<file path="src/rtl/regfile_dump.sv">
// Debug-side register file reader: walks x0..x(NUM_REGS-1) through a dedicated
// read port and streams (address, value) beats out over valid/ready.
module regfile_dump #(
  parameter int NUM_REGS = 32,
  parameter int ADDR_W   = 5,
  parameter int DATA_W   = 32,
  parameter bit SKIP_X0  = 1'b0
) (
  input  logic              clk,
  input  logic              rst,
  input  logic              start,
  input  logic              abort,
  output logic              busy,
  output logic              done,
  output logic [ADDR_W-1:0] rf_addr,
  input  logic [DATA_W-1:0] rf_data,
  output logic              out_valid,
  input  logic              out_ready,
  output logic [ADDR_W-1:0] out_addr,
  output logic [DATA_W-1:0] out_data
);

  localparam logic [1:0] ST_IDLE = 2'd0;
  localparam logic [1:0] ST_READ = 2'd1;
  localparam logic [1:0] ST_SEND = 2'd2;
  localparam logic [1:0] ST_DONE = 2'd3;

  // Index is one bit wider than the address so the compare against the last
  // register can never wrap.
  localparam int FIRST_INT = SKIP_X0 ? 1 : 0;
  localparam int LAST_INT  = NUM_REGS - 1;
  localparam logic [ADDR_W:0] FIRST_IDX = FIRST_INT[ADDR_W:0];
  localparam logic [ADDR_W:0] LAST_IDX  = LAST_INT[ADDR_W:0];
  localparam logic [ADDR_W:0] ONE_IDX   = {{ADDR_W{1'b0}}, 1'b1};

  logic [1:0]        state_reg, state_next;
  logic [ADDR_W:0]   index_reg, index_next;
  logic [ADDR_W:0]   index_plus;
  logic [ADDR_W-1:0] rf_addr_reg, rf_addr_next;
  logic              out_valid_reg, out_valid_next;
  logic [ADDR_W-1:0] out_addr_reg, out_addr_next;
  logic [DATA_W-1:0] out_data_reg, out_data_next;

  assign index_plus = index_reg + ONE_IDX;

  // rf_addr is loaded on entry to READ so it already equals index during the
  // READ cycle and simply holds its value everywhere else.
  always_comb begin
    state_next     = state_reg;
    index_next     = index_reg;
    rf_addr_next   = rf_addr_reg;
    out_valid_next = out_valid_reg;
    out_addr_next  = out_addr_reg;
    out_data_next  = out_data_reg;
    case (state_reg)
      ST_IDLE: begin
        if (start && !abort) begin
          state_next   = ST_READ;
          index_next   = FIRST_IDX;
          rf_addr_next = FIRST_IDX[ADDR_W-1:0];
        end
      end
      ST_READ: begin
        if (abort) begin
          state_next = ST_IDLE;
        end else begin
          out_data_next  = rf_data;
          out_addr_next  = index_reg[ADDR_W-1:0];
          out_valid_next = 1'b1;
          state_next     = ST_SEND;
        end
      end
      ST_SEND: begin
        // abort wins over a handshake in the same cycle
        if (abort) begin
          state_next     = ST_IDLE;
          out_valid_next = 1'b0;
        end else if (out_ready) begin
          out_valid_next = 1'b0;
          if (index_reg == LAST_IDX) begin
            state_next = ST_DONE;
          end else begin
            index_next   = index_plus;
            rf_addr_next = index_plus[ADDR_W-1:0];
            state_next   = ST_READ;
          end
        end
      end
      ST_DONE: begin
        state_next = ST_IDLE;
      end
      default: begin
        state_next = ST_IDLE;
      end
    endcase
  end

  always_ff @(posedge clk or posedge rst) begin
    if (rst) begin
      state_reg     <= ST_IDLE;
      index_reg     <= FIRST_IDX;
      rf_addr_reg   <= '0;
      out_valid_reg <= 1'b0;
      out_addr_reg  <= '0;
      out_data_reg  <= '0;
    end else begin
      state_reg     <= state_next;
      index_reg     <= index_next;
      rf_addr_reg   <= rf_addr_next;
      out_valid_reg <= out_valid_next;
      out_addr_reg  <= out_addr_next;
      out_data_reg  <= out_data_next;
    end
  end

  assign busy      = (state_reg != ST_IDLE);
  assign done      = (state_reg == ST_DONE);
  assign rf_addr   = rf_addr_reg;
  assign out_valid = out_valid_reg;
  assign out_addr  = out_addr_reg;
  assign out_data  = out_data_reg;

endmodule

</file>
<file path="config.mk">
export PLATFORM = sky130hd
export DESIGN_NAME = regfile_dump
export DESIGN_NICKNAME = d
export VERILOG_FILES = /design/src/rtl/regfile_dump.sv
export SDC_FILE = /design/constraint.sdc
export NUM_CORES = 1
export LEC_CHECK = 0
export CAP_MARGIN = 20
export CORE_AREA = 2 2 58 87
export DETAILED_ROUTE_END_ITERATION = 10
export DIE_AREA = 0 0 60 89
export HOLD_SLACK_MARGIN = 0.08
export PLACE_DENSITY = 0.79
export SETUP_SLACK_MARGIN = 0.02
export SLEW_MARGIN = 40
export SYNTH_ARGS = -nofsm -noshare
export SYNTH_HDL_FRONTEND = slang
export SYNTH_SLANG_ARGS = --single-unit
</file>
<file path="constraint.sdc">
create_clock -name clk -period 2.5 [get_ports clk]
set_clock_uncertainty 0.05 [all_clocks]
set_input_delay 0.25 -clock clk [delete_from_list [all_inputs] [get_ports clk]]
set_output_delay 0.25 -clock clk [all_outputs]
set_load 0.02 [all_outputs]
</file>
After elaboration in Yosys (flattened, before gate mapping)
Cells that the tools add are included.
Storage, ports and cells
  input port bits: 37
  word-level logic and storage cells: 48
  output and inout port bits: 45
  register bits after elaboration: 51
Operators by class
  add/subtract/negate cells: 1
  reduce and logical (&&, ||, !) cells: 10
  bitwise gates (word level): 1
  mux-type cells: 20
  equal/unequal tests: 10
Operator list (number)
  $mux W6: 4
  $mux W5: 4
  $pmux W6 S2: 1
  $mux W2: 5
  $ne A2 B2 Y1 const B: 5
  $pmux W5 S2: 1
  $pmux W2 S4: 1
  $add A6 B1 Y6 const B: 1
  $eq A6 B5 Y1 const B: 1
  $reduce_bool A2 Y1: 3
  $reduce_and A5 Y1: 1
  $eq A2 B2 Y1 const B: 2
  $reduce_and A2 Y1: 2
  $mux W1: 3
  $ne A3 B3 Y1 const B: 1
  $reduce_and A3 Y1: 1
  $eq A2 B1 Y1 const B: 1
  $logic_not A2 Y1: 1
  $pmux W1 S2: 1
  $logic_and A1 B1 Y1: 1
  $logic_not A1 Y1: 1
  $not A1 Y1: 1

Logic depth before layout (Yosys ltp)
Gate-level depths: netlist of run 1.
  depth after elaboration: 5
  mapped depth: 5
  gate-level depth less buffers: 5

Worst setup path before layout of run 1
Ideal clock, no wire load.
  path type: register to register
  start point: register index_reg[0]
  end point: register state_reg[1]
  path slack: 894 ps
  data required time: 2377 ps
  arrival time: 1483 ps
  library setup time: 73 ps
  period minus slack after synthesis: 1606 ps
  buffers on the path: 0
  stages on the path, launching flop included: 6
  path through: dfrtp_1 ha_1 nand3_2 or3b_1 a211o_1 a21oi_2
On the way
  word-level cells in the longest chain between the ends: 5
Ends and longest elaborated chain
  from (decl): RTL line 37  | logic [ADDR_W:0] index_reg, index_next;
  from (signal assigned): RTL line 108  | index_reg <= index_next;
  $eq A6 B5 Y1: RTL line 80  | if (index_reg == LAST_IDX) begin
  $mux W2: RTL line 80
  $mux W2: RTL line 78  | end else if (out_ready) begin
  $mux W2: RTL line 75  | if (abort) begin
  $pmux W2 S4: RTL line 55  | case (state_reg)
  to (signal assigned): RTL line 107  | state_reg <= state_next;
  to (decl): RTL line 36  | logic [1:0] state_reg, state_next;
Every way passes these cells. The select of a mux whose other input is x is not followed.
A chain may end at the register's enable or synchronous reset.

Worst setup path after layout of run 1
  start point: register state_reg[0]
  end point: output port busy
On the way
  word-level cells in the longest chain between the ends: 1
Ends and longest elaborated chain
  $reduce_bool A2 Y1: RTL line 116  | assign busy = (state_reg != ST_IDLE);
  to (decl): RTL line 13  | output logic busy,
Every way passes these cells.

==> flow_metrics.py, run 1 <==
metrics = {
    "pwr": {
        "p_int_mw": 1.62,
        "switching_share": 0.308,
        "p_comb_frac": 0.386,
        "pwr-share-seq": 0.439,
        "p_leak_nw": 1.23,
        "pwr-share-clk": 0.176,
        "p_sw_mw": 0.719,
        "worst_ir_drop_vdd_uv": 526,
        "powerDensity_nw_per_um2": 796,
    },
    "die": {
        "coreArea_um2": 4540,
        "std_cell_rows": 30,
        "die_x_um": 60,
        "start_util": 0.443,
        "dieArea_um2": 5340,
        "die_h_um": 89,
        "io-pin-count": 82,
    },
    "cts": {
        "cts_setup_buffers": 0,
        "root_buffer": "clkbuf_8",
        "numCtsBuffers": 5,
        "clk_pin_slew_worst_paths_ns": 0.08,
        "cts.sinks": 46,
        "clk_path_buf_depth": 2,
        "cts_resized": 0,
        "htreeDepth": 2,
        "clkLatencyLatePin_ns": 0.28,
        "cts_tree": "yes",
        "holdBufCountCts": 0,
    },
    "route": {
        "routed_via_density": 4.67,
        "firstDrtPassIters": 3,
        "wl_per_cell_um": 15.1,
        "drc": 0,
        "drtAntennaViolNets": 0,
        "drt_iter0_drc": 15,
        "vias": 1318,
        "wl_um": 4250,
    },
    "yosys": {
        "synth-seq-cells": 46,
        "yosys.cell_types.count": 29,
        "synth_area_leaders": "dfrtp_1 57%, mux2_4 15%, mux2_1 5.6%, mux2_2 4.5%, buf_4 2.6%",
        "ys_seq_area_frac": 0.572,
        "yosysWarnings": 0,
        "syn_avg_cell_area_um2": 14.6,
        "synthesis.nets": 176,
        "async_reset_ff_frac": 1.00,
        "synth.top_cell.area_share": 0.572,
        "syn-cell-area_um2": 2010,
        "synth_cells": 138,
        "yosysTopAreaCell": "dfrtp_1",
        "synth_most_common_cell": "dfrtp_1",
        "ys_top_cells_by_count": "46 x dfrtp_1, 20 x mux2_4, 10 x mux2_1, 8 x mux2_2",
        "yosys_most_used_dff": "dfrtp_1",
        "synth_edf_count": 0,
    },
    "sta": {
        "slew_violations": 0,
        "setup_violations": 0,
        "period_share": 0.782,
        "period_minus_slack_ns": 1.95,
        "tns_ns": 0,
        "worstMarginPinSlew_ns": 0.561,
        "max_freq_ghz": 0.512,
        "slew_headroom": 0.626,
        "hold_violations": 0,
        "rsz0062_at_grt": "false",
    },
    "grt": {
        "track_usage": 0.169,
        "antenna_found_initial": 0,
        "grt_pass1_wl_um": 6600,
        "grt_overflow_total": 0,
        "first_global_vias": 1335,
        "grt_max_degree": 47,
    },
    "critical_path": {
        "slowest_delay_ns": 0.54,
        "path_delay_family": "buffers and inverters",
        "path_cells": "or2_2 > clkdlybuf4s50_1",
        "cp-start-kind": "flop",
        "cp-end-kind": "output port",
        "crit_buf_inv": 1,
        "cp.arrival_ns": 1.65,
        "cpMaxStageDelayCell": "clkdlybuf4s50_1",
        "worstPathRequired_ns": 2.20,
        "worstSetupPathType": "flop to output port",
        "cp_max_fo": 10,
    },
    "finish": {
        "fillers": 358,
        "largest_reg_flops": 32,
        "antenna_cells": 0,
        "fin_cells": 282,
        "drive_gt1_frac": 0.197,
        "nNetsFinal": 256,
        "area_growth_pct": 45.9,
    },
    "status": {
        "status": "complete, no violations",
    },
    "run": {
        "maxCapViolCount": 0,
    },
    "placement": {
        "io_buffers": 81,
        "hpwl_um": 3220,
        "place_congestion": 0.780,
        "dp_cells": 275,
    },
    "min_path": {
        "worstHoldPathType": "input pin to async pin",
    },
}
## kinds of logic after synthesis
family                     count (synthesis)  synth area share
DFF                                       46             0.572
AOI/OAI and AO/OA                         14            0.0460
muxes                                     39             0.255
buffers and inverters                     15            0.0528
and+or+nand+nor                           23            0.0684
adders and majority gates                  1           0.00621
## power by group through the flow
stage | clock [mW] | combinational [mW] | sequential, mW
2_1_floorplan | 0 | 0.273 | 1.22
3_3_place_gp | 0 | 0.901 | 1.03
3_5_place_dp | 0 | 0.910 | 1.04
4_1_cts | 0.420 | 0.915 | 1.03
5_1_grt | 0.454 | 0.950 | 1.05
6_report | 0.411 | 0.902 | 1.03
## worst min-delay path: cells and delay by family
family	cells	cell delay [ns]
buffers and inverters	3	0.92
## layout by cell type (no fill, tap or decap), types with 2 or more instances in the layout
master           count
mux2_4              20
clkdlybuf4s50_1     81
nor2_1               3
a21oi_1              3
clkbuf_8             5
mux2_2               8
dfrtp_1             46
clkbuf_1             2
a41oi_1              2
nand2_1              7
inv_1                3
or3_1                2
buf_12               2
a31oi_1              3
and2_1               2
mux2_1              10
o21ai_0              3
## per-layer routing
| metal | part of all wire | track usage |
|---|---|---|
| met1 | 0.36 | 0.186 |
| met5 | 0 | 0 |
| met3 | 0.040 | 0.0449 |
| met2 | 0.59 | 0.317 |
| met4 | 0.0068 | 0.0364 |
## area by class of cell
class                      instances  area (um^2)  area share
multi-input combinational         77          757       0.258
clock buffer                       7         76.3      0.0260
inverter                           4         15.0     0.00511
timing repair buffer              84          858       0.292
tap                               64         80.1      0.0273
sequential                        46         1150       0.392
## final timing paths
path | startpoint | to | slack [ns] | cells after the start
setup / recovery | state_reg[0] | busy | 0.55 | 2
hold / removal | rst | out_data[1] | 0.36 | 3
setup reg to reg | state_reg[1] | out_addr[2] | 0.66 | 4
hold reg to reg | out_data[25] | out_data[25] | 0.44 | 1
max in group asynchronous | rst | out_data[27] | 1.65 | 3
min in group clk | out_data[25] | out_data[25] | 0.44 | 1
## metrics by stage
step | area, um^2 | utilization | hold WS (ns) | setup slack [ns] | power, mW
after floorplan | 2010 | - | 0.256 | 0.894 | 1.50
after global placement | 2860 | 0.630 | 0.419 | 0.452 | 1.93
after detailed placement | 2860 | 0.630 | 0.425 | 0.397 | 1.95
after CTS | 2940 | 0.647 | 0.391 | 0.531 | 2.36
after global routing | 2940 | 0.647 | 0.439 | 0.493 | 2.45
final | 2940 | 0.647 | 0.362 | 0.546 | 2.34
Note: power is estimated with default switching activity, not from simulation.
==> run 2: changes to the inputs <==
CORE_AREA = 2 2 59 89   (was 2 2 58 87)
DIE_AREA = 0 0 61 91   (was 0 0 60 89)
PLACE_DENSITY = 0.76   (was 0.79)
clock period = 1.9 ns   (was 2.5 ns; I/O delays follow)
==> run 2 against run 1 <==
Via count increased by 4.3%. Largest power group unchanged. Critical endpoint is now done. Combinational power increased by 35%. Worst setup slack got worse by 0.41 ns. Total power increased by 40%. Clock power increased by 74%. Register-to-register slack got worse by 0.40 ns. Sequential share of layout area decreased by 0.91 points. Design area increased by 2.6%. Final cell count increased by 2.1%. Worst hold slack got worse by 0.18 ns. Highest routed layer unchanged. Wire length increased by 0.21%. Non-clock buffer count increased by 3.
==> flow_metrics.py, run 2 (same netlist as run 1, synthesis figures left out) <==
metrics = {
    "status": {
        "status": "complete, no violations",
    },
    "cts": {
        "cts_tree": "yes",
        "numCtsBuffers": 5,
        "root_buffer": "clkbuf_8",
        "clk_path_buf_depth": 2,
        "cts.sinks": 46,
        "cts_setup_buffers": 0,
        "clkLatencyLatePin_ns": 0.29,
        "holdBufCountCts": 0,
        "cts_resized": 3,
        "clk_pin_slew_worst_paths_ns": 0.09,
        "htreeDepth": 2,
    },
    "route": {
        "wl_per_cell_um": 14.8,
        "vias": 1375,
        "drt_iter0_drc": 38,
        "drc": 0,
        "drtAntennaViolNets": 0,
        "wl_um": 4260,
        "routed_via_density": 4.77,
        "firstDrtPassIters": 4,
    },
    "sta": {
        "rsz0062_at_grt": "false",
        "slew_headroom": 0.696,
        "worstMarginPinSlew_ns": 0.455,
        "setup_violations": 0,
        "tns_ns": 0,
        "max_freq_ghz": 0.567,
        "finalWorstSetupSlack_ns": 0.136,
        "period_minus_slack_ns": 1.76,
        "period_share": 0.929,
        "slew_violations": 0,
        "hold_violations": 0,
    },
    "critical_path": {
        "worstSetupPathType": "flop to output port",
        "reg2reg_to": "state_reg[1]",
        "cp.depth": 2,
        "cpMaxStageDelayCell": "clkdlybuf4s50_1",
        "r2r_slack_ns": 0.26,
        "slowest_delay_ns": 0.60,
        "cp_max_fo": 11,
        "rr_worst_depth": 5,
        "worstPathRequired_ns": 1.66,
        "path_cells": "and2_1 > clkdlybuf4s50_1",
        "cp.arrival_ns": 1.52,
        "crit_buf_inv": 1,
        "r2r-start": "index_reg[1]",
        "path_delay_family": "buffers and inverters",
        "cp-start-kind": "flop",
        "cp-end-kind": "output port",
    },
    "die": {
        "io-pin-count": 82,
        "start_util": 0.422,
        "die_h_um": 91,
        "coreArea_um2": 4770,
        "die_x_um": 61,
        "std_cell_rows": 31,
        "dieArea_um2": 5550,
    },
    "pwr": {
        "worst_ir_drop_vdd_uv": 575,
        "p_leak_nw": 1.27,
        "powerDensity_nw_per_um2": 1080,
        "power.total_mw": 3.26,
    },
    "finish": {
        "area_growth_pct": 49.7,
        "largest_reg_flops": 32,
        "antenna_cells": 0,
        "final_common_cell": "clkdlybuf4s50_1",
        "final_cell_mix": "80 x clkdlybuf4s50_1, 44 x dfrtp_1, 20 x mux2_4",
        "nNetsFinal": 259,
        "fillers": 394,
        "drive_gt1_frac": 0.230,
    },
    "grt": {
        "grt_pass1_wl_um": 6820,
        "first_global_vias": 1389,
        "grt_overflow_total": 0,
        "track_usage": 0.165,
        "grt_max_degree": 27,
        "antenna_found_initial": 0,
    },
    "min_path": {
        "worstHoldPathType": "input pin to async pin",
    },
    "placement": {
        "dpl_worst_slack_ns": 0.191,
        "hpwl_um": 3250,
        "io_buffers": 81,
        "place_congestion": 0.765,
    },
    "run": {
        "maxCapViolCount": 0,
    },
}
run 2: cell types whose count changed in the layout (fill, tap and decap cells not counted):
cell,delta
buf_12,+1
buf_4,+2
bufinv_16,+1
clkbuf_1,-2
clkdlybuf4s50_1,-1
clkinvlp_4,+2
dfrtp_1,-2
dfrtp_2,+2
dlygate4sd2_1,+1
run 2: worst reg2reg max path: stages, from the launching register on:
cell,delay (ns)
dfrtp_1,0.37
ha_1,0.24
nand3_2,0.10
or3b_1,0.40
a211o_1,0.32
a21oi_2,0.11
run 2: layout make-up:
cell class	count	area (um^2)	area share
Sequential cell	46	1150	0.383
Timing Repair Buffer	87	892	0.296
Clock inverter	3	45.0	0.0149
Multi-Input combinational cell	77	757	0.251
Clock buffer	5	68.8	0.0228
Inverter	4	15.0	0.00498
Tap cell	66	82.6	0.0274
run 2: worst max path at each step:
stage	slack, ns	startpoint	end
after floorplan	0.29	index_reg[0]	state_reg[1]
after global placement	0.23	abort	index_reg[4]
after detailed placement	0.19	abort	out_data[17]
after CTS	0.11	state_reg[1]	done
after global routing	0.07	state_reg[1]	done
final	0.14	state_reg[1]	done
run 2: layer usage:
metal | GRT usage | wire length [um]
met5 | 0 | 0
met3 | 0.0427 | 191
met1 | 0.185 | 1590
met4 | 0.0616 | 81
met2 | 0.289 | 2400
run 2: where the power goes:
| part | internal (mW) | total [mW] | switching (mW) |
|---|---|---|---|
| sequential | 1.20 | 1.33 | 0.127 |
| clock | 0.391 | 0.714 | 0.323 |
| combinational | 0.690 | 1.22 | 0.530 |
| total | 2.29 | 3.26 | 0.979 |
run 2: per-stage QoR:
stage	area [um^2]	cells	util	hold WS, ns
CTS	3010	288	0.632	0.180
finish	3010	288	0.632	0.178
floorplan	2010	138	-	0.196
global route	3010	288	0.632	0.210
global placement	2900	280	0.608	0.418
detailed placement	2900	280	0.608	0.424
==> run 3: changes to the inputs <==
MAX_ROUTING_LAYER = met4   (was not set)
==> run 3 against run 2 <==
Count of clock-buffer cells in the layout is the same. Die area unchanged. Via count is 0.80% lower. Final cell count unchanged. Critical path depth unchanged. Design area stayed put. Clock power barely moved. Non-clock buffer count unchanged.
==> flow_metrics.py, run 3 (same netlist as run 1, synthesis figures left out) <==
metrics = {
    "pwr": {
        "worst_ir_drop_vdd_uv": 576,
        "pwr-share-clk": 0.218,
        "powerDensity_nw_per_um2": 1080,
        "switching_share": 0.300,
        "p_sw_mw": 0.978,
        "p_comb_frac": 0.374,
        "pwr-share-seq": 0.408,
        "p_leak_nw": 1.27,
        "p_int_mw": 2.29,
    },
    "die": {
        "coreArea_um2": 4770,
        "die_x_um": 61,
        "dieArea_um2": 5550,
        "die_h_um": 91,
        "io-pin-count": 82,
        "std_cell_rows": 31,
        "start_util": 0.422,
    },
    "placement": {
        "place_congestion": 0.775,
        "dp_cells": 280,
        "hpwl_um": 3250,
        "io_buffers": 81,
    },
    "sta": {
        "max_freq_ghz": 0.567,
        "period_minus_slack_ns": 1.76,
        "slew_violations": 0,
        "worstMarginPinSlew_ns": 0.453,
        "period_share": 0.928,
        "hold_violations": 0,
        "rsz0062_at_grt": "false",
        "tns_ns": 0,
        "timing.hold.ws_ns": 0.178,
        "slew_headroom": 0.698,
        "setup_violations": 0,
    },
    "status": {
        "status": "complete, no violations",
    },
    "cts": {
        "cts_tree": "yes",
        "cts_setup_buffers": 0,
        "numCtsBuffers": 5,
        "root_buffer": "clkbuf_8",
        "clkLatencyLatePin_ns": 0.29,
        "cts.sinks": 46,
        "clk_pin_slew_worst_paths_ns": 0.09,
        "clk_path_buf_depth": 2,
        "htreeDepth": 2,
    },
    "route": {
        "routed_via_density": 4.74,
        "drc": 0,
        "wl_per_cell_um": 14.8,
        "drt_iter0_drc": 27,
        "firstDrtPassIters": 4,
        "drtAntennaViolNets": 0,
        "vias": 1364,
        "wl_um": 4280,
    },
    "grt": {
        "grt_max_degree": 27,
        "grt_pass1_wl_um": 6830,
        "track_usage": 0.170,
        "grt_overflow_total": 0,
        "antenna_found_initial": 0,
        "first_global_vias": 1389,
    },
    "critical_path": {
        "worstSetupPathType": "flop to output port",
        "cp-end-kind": "output port",
        "reg2reg_to": "state_reg[1]",
        "cp-start-kind": "flop",
        "cp_max_fo": 11,
        "rr_worst_depth": 5,
        "r2r_slack_ns": 0.26,
        "cp-endpoint": "done",
        "crit_path_start": "state_reg[1]",
        "worstPathRequired_ns": 1.66,
        "r2r-start": "index_reg[1]",
        "cp.arrival_ns": 1.52,
    },
    "finish": {
        "final_common_cell": "clkdlybuf4s50_1",
        "drive_gt1_frac": 0.230,
        "nNetsFinal": 259,
        "utilization": 0.632,
        "largest_reg_flops": 32,
        "final_cell_mix": "80 x clkdlybuf4s50_1, 44 x dfrtp_1, 20 x mux2_4",
        "multi_input_area_um2": 757,
        "fin_cells": 288,
        "area_growth_pct": 49.7,
        "fillers": 394,
        "seq_area_um2": 1150,
        "antenna_cells": 0,
    },
    "min_path": {
        "worstHoldPathType": "input pin to async pin",
    },
    "run": {
        "maxCapViolCount": 0,
    },
}
-- run 3: cell counts in the layout (fill, tap and decap cells not counted) --
Identical to the previous run, type by type.
-- run 3: worst max-delay path: stages (launching register included) --
cell and delay (ns):
dfrtp_2 0.48, and2_1 0.15, clkdlybuf4s50_1 0.59
-- run 3: metrics by stage --
stage          setup WS [ns]  power [mW]  instance area, um^2
6_report               0.136        3.26                 3010
5_1_grt               0.0732        3.42                 3010
4_1_cts                0.113        3.32                 3010
3_5_place_dp           0.191        2.59                 2900
3_3_place_gp           0.233        2.57                 2900
2_1_floorplan          0.294        1.97                 2010
-- run 3: worst min-delay path by stage --
| stage | from | to | slack [ns] | cells after the start |
|---|---|---|---|---|
| 3_3_place_gp | out_addr[1] | out_addr[1] | 0.42 | 1 |
| 5_1_grt | rst | out_data[12] | 0.21 | 2 |
| 3_5_place_dp | out_data[26] | out_data[26] | 0.42 | 1 |
| 4_1_cts | rst | out_data[12] | 0.18 | 2 |
| 2_1_floorplan | abort | state_reg[1] | 0.20 | 1 |
| 6_report | rst | out_data[12] | 0.18 | 2 |
-- run 3: final cells by class --
class	instances	share of cell area
Clock inverter	3	0.0149
Timing Repair Buffer	87	0.296
Tap cell	66	0.0274
Clock buffer	5	0.0228
Multi-Input combinational cell	77	0.251
Sequential cell	46	0.383
Inverter	4	0.00498
-- run 3: metal layers --
metal,vias up,track usage,share of wire
met1,668,0.190,0.38
met3,6,0.0413,0.044
met2,44,0.287,0.56
met4,0,0.0616,0.019
li1,646,-,-
met5,-,-,0
-- run 3: what timing repair did --
action / in CTS / in global routing
hold buffers: 0 / 0
endpoints found under the setup margin: 2 / 0
gates resized for setup: 3 / 0
-- run 3: power groups by stage --
stage | clock network [mW] | logic [mW] | registers [mW]
finish | 0.712 | 1.22 | 1.33
global route | 0.781 | 1.28 | 1.36
CTS | 0.746 | 1.24 | 1.33
detailed placement | 0 | 1.23 | 1.35
global placement | 0 | 1.22 | 1.34
floorplan | 0 | 0.359 | 1.61
